File: src/rtl/mole_scheduler.sv
// Whack-a-mole game scheduler: free-running tick prescaler and LFSR drive an IDLE/PLAY/OVER game FSM.
// Optional macro WRONG_HIT_PENALTY_EN: in UP, presses on unlit moles also count as misses.
`timescale 1ns/1ps
module mole_scheduler #(
  parameter int unsigned TICK_DIV  = 50000000,
  parameter int unsigned UP_TICKS  = 4,
  parameter int unsigned GAP_TICKS = 2,
  parameter int unsigned MAX_MISS  = 10
) (
  input  logic       clk,
  input  logic       reset,
  input  logic       start,
  input  logic [3:0] hit,
  output logic [3:0] mole,
  output logic [7:0] score,
  output logic [3:0] miss,
  output logic       ingame,
  output logic       game_over
);

  localparam int unsigned PW   = (TICK_DIV > 1) ? $clog2(TICK_DIV) : 1;
  localparam int unsigned TMAX = (UP_TICKS > GAP_TICKS) ? UP_TICKS : GAP_TICKS;
  localparam int unsigned CW   = (TMAX > 1) ? $clog2(TMAX + 1) : 1;

  typedef enum logic [1:0] {S_IDLE, S_PLAY, S_OVER} state_t;

  state_t          state_q, state_d;
  logic            up_q, up_d;
  logic [CW-1:0]   tcnt_q, tcnt_d;
  logic [PW-1:0]   presc_q, presc_d;
  logic [7:0]      lfsr_q, lfsr_d;
  logic [3:0]      mole_q, mole_d;
  logic [7:0]      score_q, score_d;
  logic [3:0]      miss_q, miss_d;
  logic            tick;
  logic            hit_ok;
  logic [1:0]      miss_inc;
  logic [4:0]      miss_sum;

  assign tick    = (presc_q == PW'(TICK_DIV - 1));
  assign presc_d = tick ? '0 : presc_q + 1'b1;
  assign lfsr_d  = {lfsr_q[6:0], lfsr_q[7] ^ lfsr_q[5] ^ lfsr_q[4] ^ lfsr_q[3]};
  // The lit lamp is one-hot, so masking the presses with it selects only the lit button.
  assign hit_ok  = |(hit & mole_q);

`ifdef WRONG_HIT_PENALTY_EN
  logic wrong_hit;
  assign wrong_hit = |(hit & ~mole_q);
`endif

  // A timeout and a wrong press may land together, so misses can step by two.
  assign miss_sum = {1'b0, miss_q} + {3'b000, miss_inc};

  always_comb begin
    state_d  = state_q;
    up_d     = up_q;
    tcnt_d   = tcnt_q;
    mole_d   = mole_q;
    score_d  = score_q;
    miss_inc = 2'd0;
    case (state_q)
      S_IDLE: begin
        mole_d = 4'b0000;
        if (start) begin
          state_d = S_PLAY;
          score_d = 8'd0;
          up_d    = 1'b0;
          tcnt_d  = '0;
        end
      end
      S_PLAY: begin
        if (32'(miss_q) >= MAX_MISS) begin
          state_d = S_OVER;
          mole_d  = 4'b1111;
        end else if (!up_q) begin
          if (tick) begin
            if (tcnt_q == CW'(GAP_TICKS - 1)) begin
              up_d   = 1'b1;
              mole_d = 4'b0001 << lfsr_q[1:0];
              tcnt_d = '0;
            end else begin
              tcnt_d = tcnt_q + 1'b1;
            end
          end
        end else begin
          if (hit_ok) begin
            mole_d  = 4'b0000;
            score_d = (score_q == 8'hFF) ? score_q : score_q + 8'd1;
            up_d    = 1'b0;
            tcnt_d  = '0;
          end else if (tick) begin
            if (tcnt_q == CW'(UP_TICKS - 1)) begin
              mole_d   = 4'b0000;
              miss_inc = 2'd1;
              up_d     = 1'b0;
              tcnt_d   = '0;
            end else begin
              tcnt_d = tcnt_q + 1'b1;
            end
          end
`ifdef WRONG_HIT_PENALTY_EN
          if (wrong_hit) begin
            miss_inc = miss_inc + 2'd1;
          end
`endif
        end
      end
      S_OVER: begin
        mole_d = 4'b1111;
        if (start) begin
          state_d = S_PLAY;
          mole_d  = 4'b0000;
          score_d = 8'd0;
          up_d    = 1'b0;
          tcnt_d  = '0;
        end
      end
      default: begin
        state_d = S_IDLE;
        mole_d  = 4'b0000;
      end
    endcase
  end

  always_comb begin
    miss_d = (miss_sum > 5'd15) ? 4'd15 : miss_sum[3:0];
    if ((state_q != S_PLAY) && start) begin
      miss_d = 4'd0;
    end
  end

  always_ff @(posedge clk or posedge reset) begin
    if (reset) begin
      state_q <= S_IDLE;
      up_q    <= 1'b0;
      tcnt_q  <= '0;
      presc_q <= '0;
      lfsr_q  <= 8'hA5;
      mole_q  <= 4'b0000;
      score_q <= 8'd0;
      miss_q  <= 4'd0;
    end else begin
      state_q <= state_d;
      up_q    <= up_d;
      tcnt_q  <= tcnt_d;
      presc_q <= presc_d;
      lfsr_q  <= lfsr_d;
      mole_q  <= mole_d;
      score_q <= score_d;
      miss_q  <= miss_d;
    end
  end

  assign mole      = mole_q;
  assign score     = score_q;
  assign miss      = miss_q;
  assign ingame    = (state_q == S_PLAY);
  assign game_over = (state_q == S_OVER);

endmodule

File: config.mk
export PLATFORM = sky130hd
export DESIGN_NAME = mole_scheduler
export DESIGN_NICKNAME = d
export VERILOG_FILES = /design/src/rtl/mole_scheduler.sv
export SDC_FILE = /design/constraint.sdc
export NUM_CORES = 1
export LEC_CHECK = 0
export BUFFER_PORTS_ARGS = -buffer_cell sky130_fd_sc_hd__buf_2
export CAP_MARGIN = 20
export CELL_PAD_IN_SITES_DETAIL_PLACEMENT = 0
export CELL_PAD_IN_SITES_GLOBAL_PLACEMENT = 2
export CORE_MARGIN = 3
export CORE_UTILIZATION = 41
export CTS_CLUSTER_DIAMETER = 120
export DETAILED_ROUTE_END_ITERATION = 12
export GPL_ROUTABILITY_DRIVEN = 0
export PLACE_DENSITY = 0.83
export RECOVER_POWER = 50
export SLEW_MARGIN = 20
export SYNTH_ARGS = -nofsm -noshare
export SYNTH_HDL_FRONTEND = slang
export SYNTH_SLANG_ARGS = --single-unit
File: constraint.sdc
create_clock -name clk -period 3.99 [get_ports clk]
set_clock_uncertainty 0.05 [all_clocks]
set_input_delay 0.798 -clock clk [delete_from_list [all_inputs] [get_ports clk]]
set_output_delay 0.798 -clock clk [all_outputs]
set_load 0.005 [all_outputs]
==> impl_metrics.py <==
metrics = {
    "yosys": {
        "yosys.cell_types.count": 49,
        "synth_area_mm2": 0.002892,
        "ys_warn_count": 0,
        "syn-num-nets": 307,
        "synthFlopType": "dfrtp_1",
        "synth_top_area_share": 0.4500,
        "ys_top_cells_by_area": "dfrtp_1, ha_1, xnor2_1",
        "synth.avg_cell_area_um2": 10.07,
        "yosys.cell_count.top_type": "dfrtp_1",
        "async_reset_ff_frac": 1.000,
        "ys_top_cells_by_count": "dfrtp_1, nor2_1, o21ai_0, inv_1, nand2_1",
        "synth-seq-cells": 56,
        "synth_edf_count": 0,
        "synth-seq-area-share": 0.4864,
        "synth_top_cell_by_area": "dfrtp_1",
        "syn_inst": 287,
    },
    "critical_path": {
        "required_ns": 4.13,
        "r2r_start": "presc_q[0]",
        "crit_arrival_ns": 2.77,
        "r2r_cells": 10,
        "worst-setup-path-type": "flip-flop to flip-flop",
        "reg2reg_setup_slack_ns": 1.36,
        "reg2reg_to": "miss[2]",
        "path_max_fanout": 7,
        "cp-end-kind": "flip-flop",
        "critPathLaunchType": "flip-flop",
    },
    "layout": {
        "final_nets": 333,
        "area_growth_pct": 10.39,
        "antenna_cells": 0,
        "drive_gt1_frac": 0.1242,
        "final_area_mm2": 0.003192,
        "fin_cells": 407,
        "post-route-util": 0.4833,
    },
    "routing": {
        "drt_pass1_iterations": 4,
        "drt_iter0_markers": 91,
        "ant_nets": 0,
        "finalWirelength_mm": 5.853,
        "drc": 0,
        "vias": 2162,
        "vias_per_cell": 5.312,
        "routedWlPerCell_um": 14.38,
    },
    "global_routing": {
        "grt_overflow": 0,
        "grt_usage": 0.1562,
        "grt_pass1_vias": 2175,
        "grt_max_degree": 38,
        "antenna_found_initial": 0,
        "grt_pass1_wl_mm": 10.50,
    },
    "flow_run": {
        "maxCapViolCount": 0,
    },
    "floorplanning": {
        "die_w_um": 89.98,
        "fp.coreArea_mm2": 0.006604,
        "start_util": 0.4379,
        "dieHeight_um": 89.98,
        "rows": 29,
        "ios": 25,
        "die_area_mm2": 0.008096,
    },
    "sta": {
        "slew_violations": 0,
        "tightestPinTransition_ns": 1.424,
        "finalCritPeriodShare": 0.6601,
        "whs_ns": 0.3179,
        "min_period_ns": 2.634,
        "final.setup.tns_ns": 0,
        "relSlewSlack": 0.04961,
        "finalSetupViolCount": 0,
        "max_freq_ghz": 0.3797,
        "rsz0062_at_grt": "false",
        "layout_setup_ws_ns": 1.356,
        "finalHoldViolCount": 0,
    },
    "clocking": {
        "clk_pin_slew_ns": 0.10,
        "clock_latency_ns": 0.31,
        "tritoncts": "yes",
        "cts_made_buffers": 5,
        "clockRootBuffer": "clkbuf_8",
        "h-tree-depth": 2,
        "cts_setup_buffers": 0,
        "clock_path_buffers": 2,
        "clkSinkCount": 56,
        "cts_hold_buf": 0,
        "ctsResizeCount": 0,
    },
    "place": {
        "numPortBuffers": 24,
        "dpl.cell_count": 399,
        "dp_slack_ns": 1.327,
        "dp_hpwl_mm": 4.203,
        "dpl_cell_area_mm2": 0.003112,
    },
    "min_path": {
        "min_from": "lfsr_q[6]",
        "worst_hold_path_type": "flip-flop to flip-flop",
        "worstHoldPathCells": 0,
        "min_to": "lfsr_q[7]",
    },
    "status": {
        "status": "completed",
    },
    "power": {
        "p_leak_nw": 1.496,
        "powerDensity_mw_per_mm2": 371.8,
        "peakVddDrop_mv": 0.2184,
        "finalPower_mw": 1.187,
    },
}
-- layout make-up --
cell class | count | area (um2)
Clock buffer | 8 | 90.09
Multi-Input combinational cell | 206 | 1384
Fill cell | 652 | 3412
Sequential cell | 56 | 1406
Timing Repair Buffer | 25 | 123.9
Inverter | 19 | 71.32
Tap cell | 93 | 116.4
-- flip-flops by register name, indices dropped and copies added (netlist names) --
signal	flops
miss	4
mole	4
lfsr_q	8
score	8
tcnt_q	3
presc_q	26
up_q	1
state_q	2
-- worst max path at each step --
| stage | start | endpoint | slack (ns) | cells after the start |
|---|---|---|---|---|
| 4_1_cts | presc_q[0] | miss[2] | 1.32 | 10 |
| 3_3_place_gp | presc_q[0] | miss[2] | 1.37 | 10 |
| 6_report | presc_q[0] | miss[2] | 1.36 | 10 |
| 5_1_grt | reset | tcnt_q[2] | 0.95 | 3 |
| 3_5_place_dp | presc_q[0] | miss[2] | 1.33 | 10 |
| 2_1_floorplan | reset | lfsr_q[1] | 1.78 | 1 |
-- logic make-up (layout without fill, tap and decap cells) --
family	Yosys count	count (layout)	share of synthesized area
AO/OA/AOI/OAI	54	54	0.1199
flip-flops	56	56	0.4864
AND/OR/NAND/NOR	107	107	0.2038
buffers and inverters	25	52	0.03289
XOR/XNOR	24	24	0.07270
multiplexers	8	8	0.02813
adder cells (fa/ha/maj)	13	13	0.05625
-- metal layers --
metal | vias up | track usage | share of wire
li1 | 1080 | - | -
met5 | - | 0 | 0
met4 | 0 | 0.03444 | 0.0068
met1 | 1056 | 0.2228 | 0.50
met3 | 4 | 0.03923 | 0.026
met2 | 22 | 0.2412 | 0.46
-- critical path, stage by stage, from the launching register on --
cell,delay (ns)
dfrtp_1,0.40
ha_1,0.23
nand4_1,0.18
nor2_1,0.36
nand3_1,0.21
nor3_1,0.36
ha_1,0.27
ha_1,0.25
nand2_1,0.07
nor2_1,0.10
nor3_1,0.05
-- power by group --
part | internal, mW | switching, mW | leakage (nW)
logic | 0.0973 | 0.161 | 0.701
registers | 0.588 | 0.0218 | 0.750
clock network | 0.142 | 0.177 | 0.0455
-- cells in the final DEF (no fill, tap or decap), types with 3 or more instances in the layout --
master and count:
nor3_1 6, clkbuf_8 6, nor4_1 3, o21ai_0 22, dfrtp_1 52, nand3_1 14
or3_1 4, clkbuf_1 3, a21o_1 3, xnor2_1 14, and3_1 6, nor4b_1 4
o31ai_1 3, mux2i_1 7, inv_1 19, xor2_1 10, nor2_1 24, a21oi_1 3
a31oi_1 5, nand4_1 9, nand2_1 18, buf_2 24, ha_1 13, and2_1 3
No activity file was read; power rests on OpenSTA's default activity.
